## config.mk

```make
export PLATFORM = sky130hd
export DESIGN_NAME = quad_event_arbiter
export DESIGN_NICKNAME = d
export VERILOG_FILES = /design/src/rtl/quad_event_arbiter.sv
export SDC_FILE = /design/constraint.sdc
export NUM_CORES = 1
export LEC_CHECK = 0
export ABC_CLOCK_PERIOD_IN_PS = 7350
export CORE_ASPECT_RATIO = 1.5
export CORE_MARGIN = 2
export CORE_UTILIZATION = 44
export CTS_CLUSTER_DIAMETER = 200
export CTS_CLUSTER_SIZE = 8
export DETAILED_ROUTE_END_ITERATION = 12
export PLACE_DENSITY = 0.69
export SYNTH_ARGS = -nofsm -noshare
export SYNTH_HDL_FRONTEND = slang
export SYNTH_SLANG_ARGS = --single-unit
export TNS_END_PERCENT = 5
```

## constraint.sdc

```tcl
create_clock -name clk -period 7.35 [get_ports clk]
set_input_delay 1.8375 -clock clk [delete_from_list [all_inputs] [get_ports clk]]
set_output_delay 1.8375 -clock clk [all_outputs]
set_load 0.05 [all_outputs]
```

## src/rtl/quad_event_arbiter.sv

```systemverilog
// Per-channel signed step accumulators for a bank of quadrature decoders,
// drained one delta at a time through a round-robin valid/ready channel.

module qea_lane #(
    parameter int DW = 8
) (
    input  logic                 clk,
    input  logic                 rst,
    input  logic                 cw,
    input  logic                 ccw,
    input  logic                 take,
    input  logic                 clr_ovf,
    output logic signed [DW-1:0] acc,
    output logic                 ovf
);
    localparam logic signed [DW-1:0] MAXV = {1'b0, {(DW-1){1'b1}}};
    localparam logic signed [DW-1:0] MINV = {1'b1, {(DW-1){1'b0}}};

    logic up, dn, sat_ev;
    assign up = cw & ~ccw;
    assign dn = ccw & ~cw;
    // A step in the grant cycle restarts the accumulator and can never saturate.
    assign sat_ev = ~take & ((up & (acc == MAXV)) | (dn & (acc == MINV)));

    always_ff @(posedge clk or posedge rst) begin
        if (rst) begin
            acc <= '0;
            ovf <= 1'b0;
        end else begin
            if (take)
                acc <= up ? DW'(1) : (dn ? '1 : '0);
            else if (!sat_ev && up)
                acc <= acc + DW'(1);
            else if (!sat_ev && dn)
                acc <= acc - DW'(1);
            ovf <= sat_ev | (ovf & ~clr_ovf);
        end
    end
endmodule

module quad_event_arbiter #(
    parameter  int NUM_CH  = 4,
    parameter  int DW      = 8,
    localparam int CW_BITS = $clog2(NUM_CH)
) (
    input  logic                      clk,
    input  logic                      rst,
    input  logic [NUM_CH-1:0]         cw,
    input  logic [NUM_CH-1:0]         ccw,
    output logic                      out_valid,
    input  logic                      out_ready,
    output logic [CW_BITS-1:0]        out_ch,
    output logic signed [DW-1:0]      out_delta,
    output logic [NUM_CH-1:0]         overflow,
    input  logic                      clr_ovf
);
    typedef enum logic {IDLE, OFFER} state_t;

    state_t                     state, state_nxt;
    logic [CW_BITS-1:0]         ptr;
    logic [NUM_CH-1:0][DW-1:0]  acc;
    logic [NUM_CH-1:0]          cand;
    logic                       found, grant;
    logic [CW_BITS-1:0]         gnt_idx;

    for (genvar i = 0; i < NUM_CH; i++) begin : g_lane
        assign cand[i] = |acc[i];
        qea_lane #(.DW(DW)) u_lane (
            .clk     (clk),
            .rst     (rst),
            .cw      (cw[i]),
            .ccw     (ccw[i]),
            .take    (grant && (gnt_idx == CW_BITS'(i))),
            .clr_ovf (clr_ovf),
            .acc     (acc[i]),
            .ovf     (overflow[i])
        );
    end

    // Search order ptr, ptr+1, ... wrapping at NUM_CH (which need not be a power of 2).
    always_comb begin
        found   = 1'b0;
        gnt_idx = '0;
        for (int k = 0; k < NUM_CH; k++) begin
            int j;
            j = int'(ptr) + k;
            if (j >= NUM_CH) j = j - NUM_CH;
            if (!found && cand[j]) begin
                found   = 1'b1;
                gnt_idx = CW_BITS'(j);
            end
        end
    end

    always_comb begin
        state_nxt = state;
        grant     = 1'b0;
        case (state)
            IDLE:  if (found) begin
                       grant     = 1'b1;
                       state_nxt = OFFER;
                   end
            OFFER: if (out_ready) state_nxt = IDLE;
            default: state_nxt = IDLE;
        endcase
    end

    assign out_valid = (state == OFFER);

    always_ff @(posedge clk or posedge rst) begin
        if (rst) begin
            state     <= IDLE;
            ptr       <= '0;
            out_ch    <= '0;
            out_delta <= '0;
        end else begin
            state <= state_nxt;
            if (grant) begin
                out_ch    <= gnt_idx;
                out_delta <= acc[gnt_idx];
            end
            if (out_valid && out_ready)
                ptr <= (out_ch == CW_BITS'(NUM_CH-1)) ? '0 : out_ch + 1'b1;
        end
    end
endmodule

```

---- Word-level counts from Yosys, hierarchy flattened ----
Index checks and enable logic that the tools add are counted.
storage, ports and cells
  flip-flop bits (word level) ............. 49
  latch bits .............................. 0
  RAM bits ................................ 0
  bits in read-only memories .............. 0
  logic and storage cells ................. 178
  memories kept ........................... 0
operators by class
  add/sub/neg operators ................... 16
  multiply operators ...................... 0
  divide/modulo/power cells ............... 0
  magnitude comparators ................... 9
  eq/ne operators ......................... 12
  shifts and indexed selects .............. 0
  muxes and demuxes ....................... 51
  bitwise logic cells ..................... 46
  reductions and logical operators ........ 32
operator list
  operator                                                                              count
  8-bit two-way mux                                                                     21
  32-bit by 4-bit < comparator with 1-bit output (second input constant)                4
  32-bit two-way mux                                                                    4
  8-bit == test (second input constant)                                                 8
  8-bit by 2-bit adder with 8-bit output (second input constant)                        4
  8-bit OR reduction                                                                    4
  8-bit by 2-bit subtractor with 8-bit output (second input constant)                   4
  1-bit AND                                                                             24
  8-bit binary-select mux with 2-bit select                                             1
  1-bit logical AND                                                                     16
  1-bit two-way mux                                                                     15
  1-bit NOT                                                                             14
  3-bit nonzero test                                                                    4
  3-bit by 3-bit subtractor with 4-bit output (second input constant)                   3
  2-bit two-way mux                                                                     5
  3-bit greater-or-equal comparator (second input constant)                             3
  1-bit binary-select mux with 2-bit select                                             4
  1-bit bitwise OR                                                                      8
  1-bit zero test                                                                       7
  2-bit by 2-bit adder with 3-bit output (second input constant)                        2
  2-bit == test (second input constant)                                                 3
  2-bit by 3-bit subtractor with 4-bit output (second input constant)                   1
  2-bit by 1-bit adder with 3-bit output (second input constant)                        1
  2-bit by 3-bit greater-or-equal comparator with 1-bit output (second input constant)  1
  other kinds (5)                                                                       5

---- Logic depth before layout (Yosys ltp) ----
Gate-level depths: netlist (run 1).
  depth in word-level cells ............... 25
  depth in mapped cells ................... 16
  gate-level depth less buffers ........... 15

---- Cells and area by module ----
From an unflattened synthesis (run 1), not the netlist that was laid out.
second synthesis, totals
  cells, all modules ...................... 486
  area total of the unflattened synthesis .. 4505.6 um^2
modules (own cells, without submodules)
  module                            times used  cells each  area an instance (um^2)  sequential area each (um^2)
  qea_lane at g_lane[0].u_lane ...  3           95          850.8                    225.2
  quad_event_arbiter                1           105         1098.6                   325.3
  qea_lane at g_lane[1].u_lane      1           96          854.6                    225.2

---- Worst setup path before layout (run 1) ----
No wires, ideal clock.
  kind .................................... input to register
  start point ............................. in cw[1]
  end point ............................... reg g_lane[1].u_lane.acc[7]
  arrival ................................. 4.639 ns
  slack ................................... 2.615 ns
  stages .................................. 14
  cell sequence ........................... inv_1 > ha_1 > nand2b_1 > nor4_1 > a21oi_1 > o21ai_1 > ha_1 > a21oi_1 > o211ai_1 > o41ai_1 > mux2i_1 > nor3_1 > nor2_1 > o32ai_2
on the way
  cells in the longest elaborated chain, start to end .. 9
RTL lines
  item                  RTL line  RTL
  from (decl)           48        input logic [NUM_CH-1:0] cw,
  1-bit NOT             21        assign dn = ccw & ~cw;
  1-bit AND             21
  1-bit AND             23        assign sat_ev = ~take & ((up & (acc == MAXV)) | (dn & (acc == MINV)));
  1-bit bitwise OR      23
  1-bit AND             23
  1-bit zero test       32, 34
  1-bit logical AND     32        else if (!sat_ev && up)
  8-bit two-way mux     32
  8-bit two-way mux     30        if (take)
  to (signal assigned)  31        acc <= up ? DW'(1) : (dn ? '1 : '0);
  to (signal assigned)  33        acc <= acc + DW'(1);
  to (signal assigned)  35        acc <= acc - DW'(1);
  to (decl)             13        output logic signed [DW-1:0] acc,
Parallel ways exist; a longest one is shown, timed or not.
A chain may end at the register's enable or synchronous reset.

---- Worst setup path after layout (run 1) ----
Ends and elaborated chain as after synthesis.

==> impl_metrics.env, run 1 <==
export IMPL_start_util_pct=45.51
export IMPL_status="finished, final reports clean"
export IMPL_fin_worst_skew_ps=5.278
export IMPL_synth_edff_count=0
export IMPL_synth_area_leaders="dfrtp_1 30%, ha_1 11%, mux2i_1 11%"
export IMPL_fin_util_pct=51.11
export IMPL_grt_pass1_vias=3291
export IMPL_fmax_mhz=182.4
export IMPL_power_leakage_nw=1.952
export IMPL_slowest_delay_ps=610
export IMPL_ctsHoldBuffers=0
export IMPL_multi_input_area_sq_mm=0.002668
export IMPL_yosysSeqAreaShare_pct=30.34
export IMPL_worst_slew_pin_slew_ps=853.5
export IMPL_wl_met1_mm=3.799
export IMPL_num_fill_cells=822
export IMPL_cts_tree="yes"
export IMPL_min_period_ps=5481
export IMPL_portBuffers=26
export IMPL_startpoint_type="input port"
export IMPL_drc=0
export IMPL_root_buffer="clkbuf_16"
export IMPL_grt_pass1_wl_mm=15.78
export IMPL_vdd_ir_drop_worst_v=0.0002139
export IMPL_gp_congestion=0.8864
export IMPL_routed_via_density=5.809
export IMPL_dr_wl_met2_mm=5.043
export IMPL_powerDensity_mw_per_mm2=458.9
export IMPL_cts_sink_count=49
export IMPL_grt_max_degree=50
export IMPL_final_max_slew_viol_count=0
export IMPL_antenna_found_initial=0
export IMPL_ctsResizeCount=0
export IMPL_drt_wl_total_mm=9.447
export IMPL_reg2reg_depth=15
export IMPL_final_setup_tns_ps=0
export IMPL_worstSetupPathType="in2reg"
export IMPL_drtAntennaViolNets=0
export IMPL_die_area_sq_mm=0.009983
export IMPL_htree_levels=2
export IMPL_min_path_type="reg2reg"
export IMPL_pin_count=27
export IMPL_clockBufferDepth=2
export IMPL_maxCapViolCount=0
export IMPL_clk_pin_slew_ps=60
export IMPL_r2r_slack_ps=2320
export IMPL_wl_per_cell_um=17.02
export IMPL_first_iter_violations=167
export IMPL_layout_cells_non_filler=555
export IMPL_setup_viol=0
export IMPL_whs_path_depth=1
export IMPL_groute_usage_overall_pct=20.45
export IMPL_grt_overflow=0
export IMPL_synth_distinct_cells=58
export IMPL_hold_violations=0
export IMPL_drive_above_1_share_pct=9.663
export IMPL_critPathBufInv=2
export IMPL_vias=3224
export IMPL_firstDrtPassIters=4
export IMPL_dp_slack_ps=1694
export IMPL_synth_cells=420
export IMPL_synth_main_ff_cell="dfrtp_1"
export IMPL_setup_ws_ps=1869
export IMPL_die_h_um=121.4
export IMPL_synth_top_cell_area_share_pct=30.34
export IMPL_numCtsBuffers=5
export IMPL_final_nets=497
export IMPL_dp_final_hpwl_mm=7.107
export IMPL_arrival_ps=5690
export IMPL_post_route_period_util_pct=74.57
export IMPL_yosysWarnings=0
export IMPL_postSynthAreaPerCell_sq_um=9.622
export IMPL_critPathMaxFanout=8
export IMPL_synth_top_area_cell="dfrtp_1"
export IMPL_cp_cell_sequence="clkdlybuf4s50_1 > inv_1 > ha_1 > nand2b_1 > nor4_1 > a21oi_1 > o21ai_1 > ha_1 > a21oi_1 > o211ai_1 > o41ai_1 > mux2i_1 > nor3_1 > nor2_1 > o32ai_2"
export IMPL_wl_met3_um=242
export IMPL_reg2reg_to="g_lane[2].u_lane.acc[7]"
export IMPL_syn_cell_area_sq_mm=0.004041
export IMPL_diodes=0
export IMPL_synthesis_nets=473
export IMPL_slew_headroom_pct=42.72
export IMPL_coreArea_sq_mm=0.008881
export IMPL_highest_layer="met4"
export IMPL_cts_setup_buffers=0
export IMPL_synthArstFlopShare_pct=100.0
export IMPL_ys_ff_latch=49
export IMPL_hp_start="out_delta[7]"
export IMPL_min_to="out_delta[7]"
export IMPL_yosys_top_cells_count="49 x dfrtp_1, 43 x mux2i_1, 43 x nor2_1"
export IMPL_rows=42
export IMPL_worstPathRequired_ps=7560
export IMPL_rsz0062_at_grt="false"
export IMPL_worstSetupEndpointType="flop"
export IMPL_area_delta_synth_final_pct=12.32
export IMPL_crit_family="compound AO/OA/AOI/OAI gates"
export IMPL_seq_area_sq_mm=0.001226
export IMPL_crit_slowest_cell="o41ai_1"
export IMPL_dp_cells=547
export IMPL_reg2reg_from="g_lane[2].u_lane.acc[1]"
export IMPL_die_x_um=82.25
export IMPL_synth_most_common_cell="dfrtp_1"
export IMPL_clk_latency_ps=300
## sequential cells by signal, summed over array words and instances, names as in the netlist
| signal | cells |
|---|---|
| g_lane.u_lane.ovf | 4 |
| g_lane.u_lane.acc | 32 |
| out_delta | 8 |
| out_ch | 2 |
| ptr | 2 |
| out_valid | 1 |
## report_power, final
group	internal, W	switching [W]	total (W)
Sequential	0.000399	0.000219	0.000618
Combinational	0.000566	0.000649	0.00122
Clock	0.000144	0.000106	0.000250
## how the worst max path moves through the flow
stage / startpoint / endpoint / slack [ps] / cells past startpoint
floorplan: cw[1] / g_lane[1].u_lane.acc[7] / 2620 / 14
global placement: ccw[1] / g_lane[1].u_lane.acc[7] / 1900 / 14
detailed placement: cw[1] / g_lane[1].u_lane.acc[7] / 1690 / 15
CTS: cw[1] / g_lane[1].u_lane.acc[7] / 1990 / 15
global route: cw[1] / g_lane[1].u_lane.acc[7] / 1560 / 15
finish: cw[1] / g_lane[1].u_lane.acc[7] / 1870 / 15
## cell usage in the layout, fill, tap and decap left out, types with 3 or more instances in the layout
cell type and count:
nand2_1 17, inv_1 19, a21o_1 4, nand4_1 8
ha_1 37, or4_4 4, nor2_2 4, a31oi_1 5
a21oi_1 41, o31ai_1 3, o21bai_1 5, mux2_2 9
nor2_1 43, o21ai_1 12, mux2_1 5, xor2_1 7
o21a_1 3, dfrtp_1 49, nor4_1 4, clkbuf_16 5
a211oi_1 3, mux2i_1 43, o211ai_1 3, or4_1 4
nor2b_1 6, clkdlybuf4s50_1 26, nand3_1 7, nor3_1 8
fa_1 4, xnor2_1 17
## metrics by stage
step                      area, sq um  hold slack (ps)  power, W
after floorplan                  4041            487.6  0.001526
after global placement           4382            500.8  0.001790
after detailed placement         4382            500.6  0.001826
after CTS                        4539            515.5  0.002085
after global routing             4539            547.1  0.002245
final                            4539            513.1  0.002083
## cells by family (layout without fill, tap and decap cells)
group | after synthesis | count (layout) | synth area share (%)
AND/OR/NAND/NOR | 124 | 124 | 17.59
AO/OA/AOI/OAI | 94 | 94 | 15.23
multiplexers | 57 | 57 | 14.55
flip-flops | 49 | 49 | 30.34
adder cells (fa/ha/maj) | 41 | 41 | 13.44
buffers and inverters | 31 | 56 | 3.653
XOR/XNOR | 24 | 24 | 5.201
## final cells by class
type,count,area share (%)
clock buffer,7,3.363
clock inverter,1,0.1103
sequential,49,27.01
tap,110,3.032
multi-input combinational,340,58.77
timing repair buffer,28,6.064
inverter,20,1.654
## layer usage
metal / vias to the layer above / track usage [%]
met2: 72 / 35.84
li1: 1581 / -
met4: 0 / 10.21
met5: - / 0
met1: 1542 / 23.25
met3: 29 / 3.274
Power figures use the tool's default switching activity.
==> inputs of run 2 (changes only) <==
--- a/config.mk
+++ b/config.mk
@@ -5,7 +5,7 @@
 export SDC_FILE = /design/constraint.sdc
 export NUM_CORES = 1
 export LEC_CHECK = 0
-export ABC_CLOCK_PERIOD_IN_PS = 7350
+export ABC_CLOCK_PERIOD_IN_PS = 5630
 export CORE_ASPECT_RATIO = 1.5
 export CORE_MARGIN = 2
 export CORE_UTILIZATION = 44
==> constraint.sdc (replaced) <==
create_clock -name clk -period 5.63 [get_ports clk]
set_input_delay 1.4075 -clock clk [delete_from_list [all_inputs] [get_ports clk]]
set_output_delay 1.4075 -clock clk [all_outputs]
set_load 0.05 [all_outputs]
==> run 2 against run 1 <==
Effect of this change:
- wire length shrank 2.8%
- sequential share of layout area grew 0.075 points
- critical path depth is the same
- sequential power grew 30%
- total power grew 29%
- largest power group unchanged
- core utilization shrank 0.14 points
- highest routed layer unchanged
==> impl_metrics.env, run 2 (same netlist as run 1, synthesis figures left out) <==
export IMPL_dp_final_hpwl_mm=7.146
export IMPL_critPathMaxFanout=8
export IMPL_cts_tree="yes"
export IMPL_cts_sink_count=49
export IMPL_worstSetupPathType="in2reg"
export IMPL_diodes=0
export IMPL_hold_violations=0
export IMPL_clockBufferDepth=2
export IMPL_power_leakage_nw=1.947
export IMPL_die_h_um=121.4
export IMPL_numCtsBuffers=5
export IMPL_rsz0062_at_grt="false"
export IMPL_critPathBufInv=2
export IMPL_slowest_delay_ps=530
export IMPL_drt_wl_total_mm=9.187
export IMPL_worstPathRequired_ps=5830
export IMPL_startpoint_type="input port"
export IMPL_crit_slowest_cell="o21ai_1"
export IMPL_reg2reg_depth=15
export IMPL_vdd_ir_drop_worst_v=0.0002593
export IMPL_use_met2_pct=36.09
export IMPL_met1_usage_pct=22.97
export IMPL_fin_util_pct=50.97
export IMPL_layout_common_cells="49 x dfrtp_1, 43 x nor2_1, 43 x mux2i_1"
export IMPL_ctsHoldBuffers=0
export IMPL_r2r_slack_ps=750
export IMPL_first_iter_violations=134
export IMPL_grt_pass1_wl_mm=15.53
export IMPL_top_register="g_lane.u_lane.acc"
export IMPL_fmax_mhz=202.1
export IMPL_design_area_sq_mm=0.004527
export IMPL_htree_levels=2
export IMPL_final_max_slew_viol_count=0
export IMPL_biggestRegsByFlops="g_lane.u_lane.acc (32), out_delta (8), g_lane.u_lane.ovf (4)"
export IMPL_final_setup_tns_ps=0
export IMPL_cp_cell_sequence="clkdlybuf4s50_1 > inv_1 > ha_1 > nand2b_1 > nor4_1 > a21oi_1 > o21ai_1 > ha_1 > a21oi_1 > o211ai_1 > o41ai_1 > mux2i_1 > nor3_1 > nor2_1 > o32ai_2"
export IMPL_fin_worst_skew_ps=5.157
export IMPL_grt_overflow=0
export IMPL_min_path_type="reg2reg"
export IMPL_maxCapViolCount=0
export IMPL_worstSetupEndpointType="flop"
export IMPL_drtAntennaViolNets=0
export IMPL_drc=0
export IMPL_worst_slew_pin_slew_ps=885.8
export IMPL_vias=3227
export IMPL_firstDrtPassIters=4
export IMPL_die_area_sq_mm=0.009983
export IMPL_status="finished, final reports clean"
export IMPL_grt_max_degree=50
export IMPL_wl_per_cell_um=16.55
export IMPL_min_period_ps=4947
export IMPL_portBuffers=26
export IMPL_reg2reg_to="g_lane[2].u_lane.acc[7]"
export IMPL_routed_via_density=5.814
export IMPL_whs_ps=510.6
export IMPL_antenna_found_initial=0
export IMPL_critPathLaunch="cw[1]"
export IMPL_gp_congestion=0.8774
export IMPL_dp_slack_ps=429.1
export IMPL_coreArea_sq_mm=0.008881
export IMPL_grt_pass1_vias=3282
export IMPL_use_met3_pct=2.530
export IMPL_arrival_ps=5150
export IMPL_post_route_period_util_pct=87.87
export IMPL_setup_viol=0
export IMPL_place_area_sq_mm=0.004397
export IMPL_clk_pin_slew_ps=60
export IMPL_top_usage_layer="met2"
export IMPL_area_delta_synth_final_pct=12.01
export IMPL_num_fill_cells=837
export IMPL_groute_usage_overall_pct=20.00
export IMPL_whs_path_depth=1
export IMPL_die_x_um=82.25
export IMPL_largest_reg_flops=32
export IMPL_cts_setup_buffers=0
export IMPL_pin_count=27
export IMPL_reg2reg_from="g_lane[2].u_lane.acc[1]"
export IMPL_slew_headroom_pct=40.55
export IMPL_setup_ws_ps=682.7
export IMPL_rows=42
export IMPL_crit_family="compound AO/OA/AOI/OAI gates"
export IMPL_mostFrequentLayoutCell="dfrtp_1"
export IMPL_ctsResizeCount=0
export IMPL_final_nets=499
export IMPL_clk_latency_ps=290
export IMPL_drive_above_1_share_pct=9.663
export IMPL_start_util_pct=45.51
export IMPL_crit_cells=15
export IMPL_crit_end="g_lane[1].u_lane.acc[7]"
export IMPL_powerDensity_mw_per_mm2=591.7
export IMPL_root_buffer="clkbuf_16"
-- run 2: cell count changes in the layout (fill, tap and decap cells not counted), sizes merged --
cell    delta
clkbuf     -2
buf        +2
-- run 2: worst min-delay path by stage --
stage,from,end
detailed placement,out_delta[7],out_delta[7]
floorplan,g_lane[2].u_lane.ovf,g_lane[2].u_lane.ovf
global placement,out_delta[7],out_delta[7]
global route,out_delta[7],out_delta[7]
CTS,out_ch[0],ptr[0]
finish,out_ch[0],ptr[0]
-- run 2: report_power, final --
| group | internal (W) | switching [W] | leakage (nW) |
|---|---|---|---|
| registers | 0.000521 | 0.000284 | 0.584 |
| clock network | 0.000159 | 0.000125 | 0.0655 |
| logic | 0.000747 | 0.000842 | 1.30 |
-- run 2: area by class of cell --
type	instances	area (sq um)	share of cell area, %
well taps	110	137.6	3.040
multi-input cells	340	2668	58.93
clock buffers	5	125.1	2.764
flip-flops and latches	49	1226	27.09
inverters	20	75.07	1.658
clock inverters	1	5.005	0.1106
repair buffers	30	290.3	6.412
-- run 2: per-layer routing --
metal  vias to the layer above  wire, um
li1                       1587         -
met1                      1576      3704
met2                        48      5107
met3                        16       164
met4                         0       211
met5                         -         0
-- run 2: per-stage QoR --
step	power (W)	instances
3_5_place_dp	0.002391	549
2_1_floorplan	0.001992	420
3_3_place_gp	0.002343	549
6_report	0.002678	555
4_1_cts	0.002690	555
5_1_grt	0.002902	555
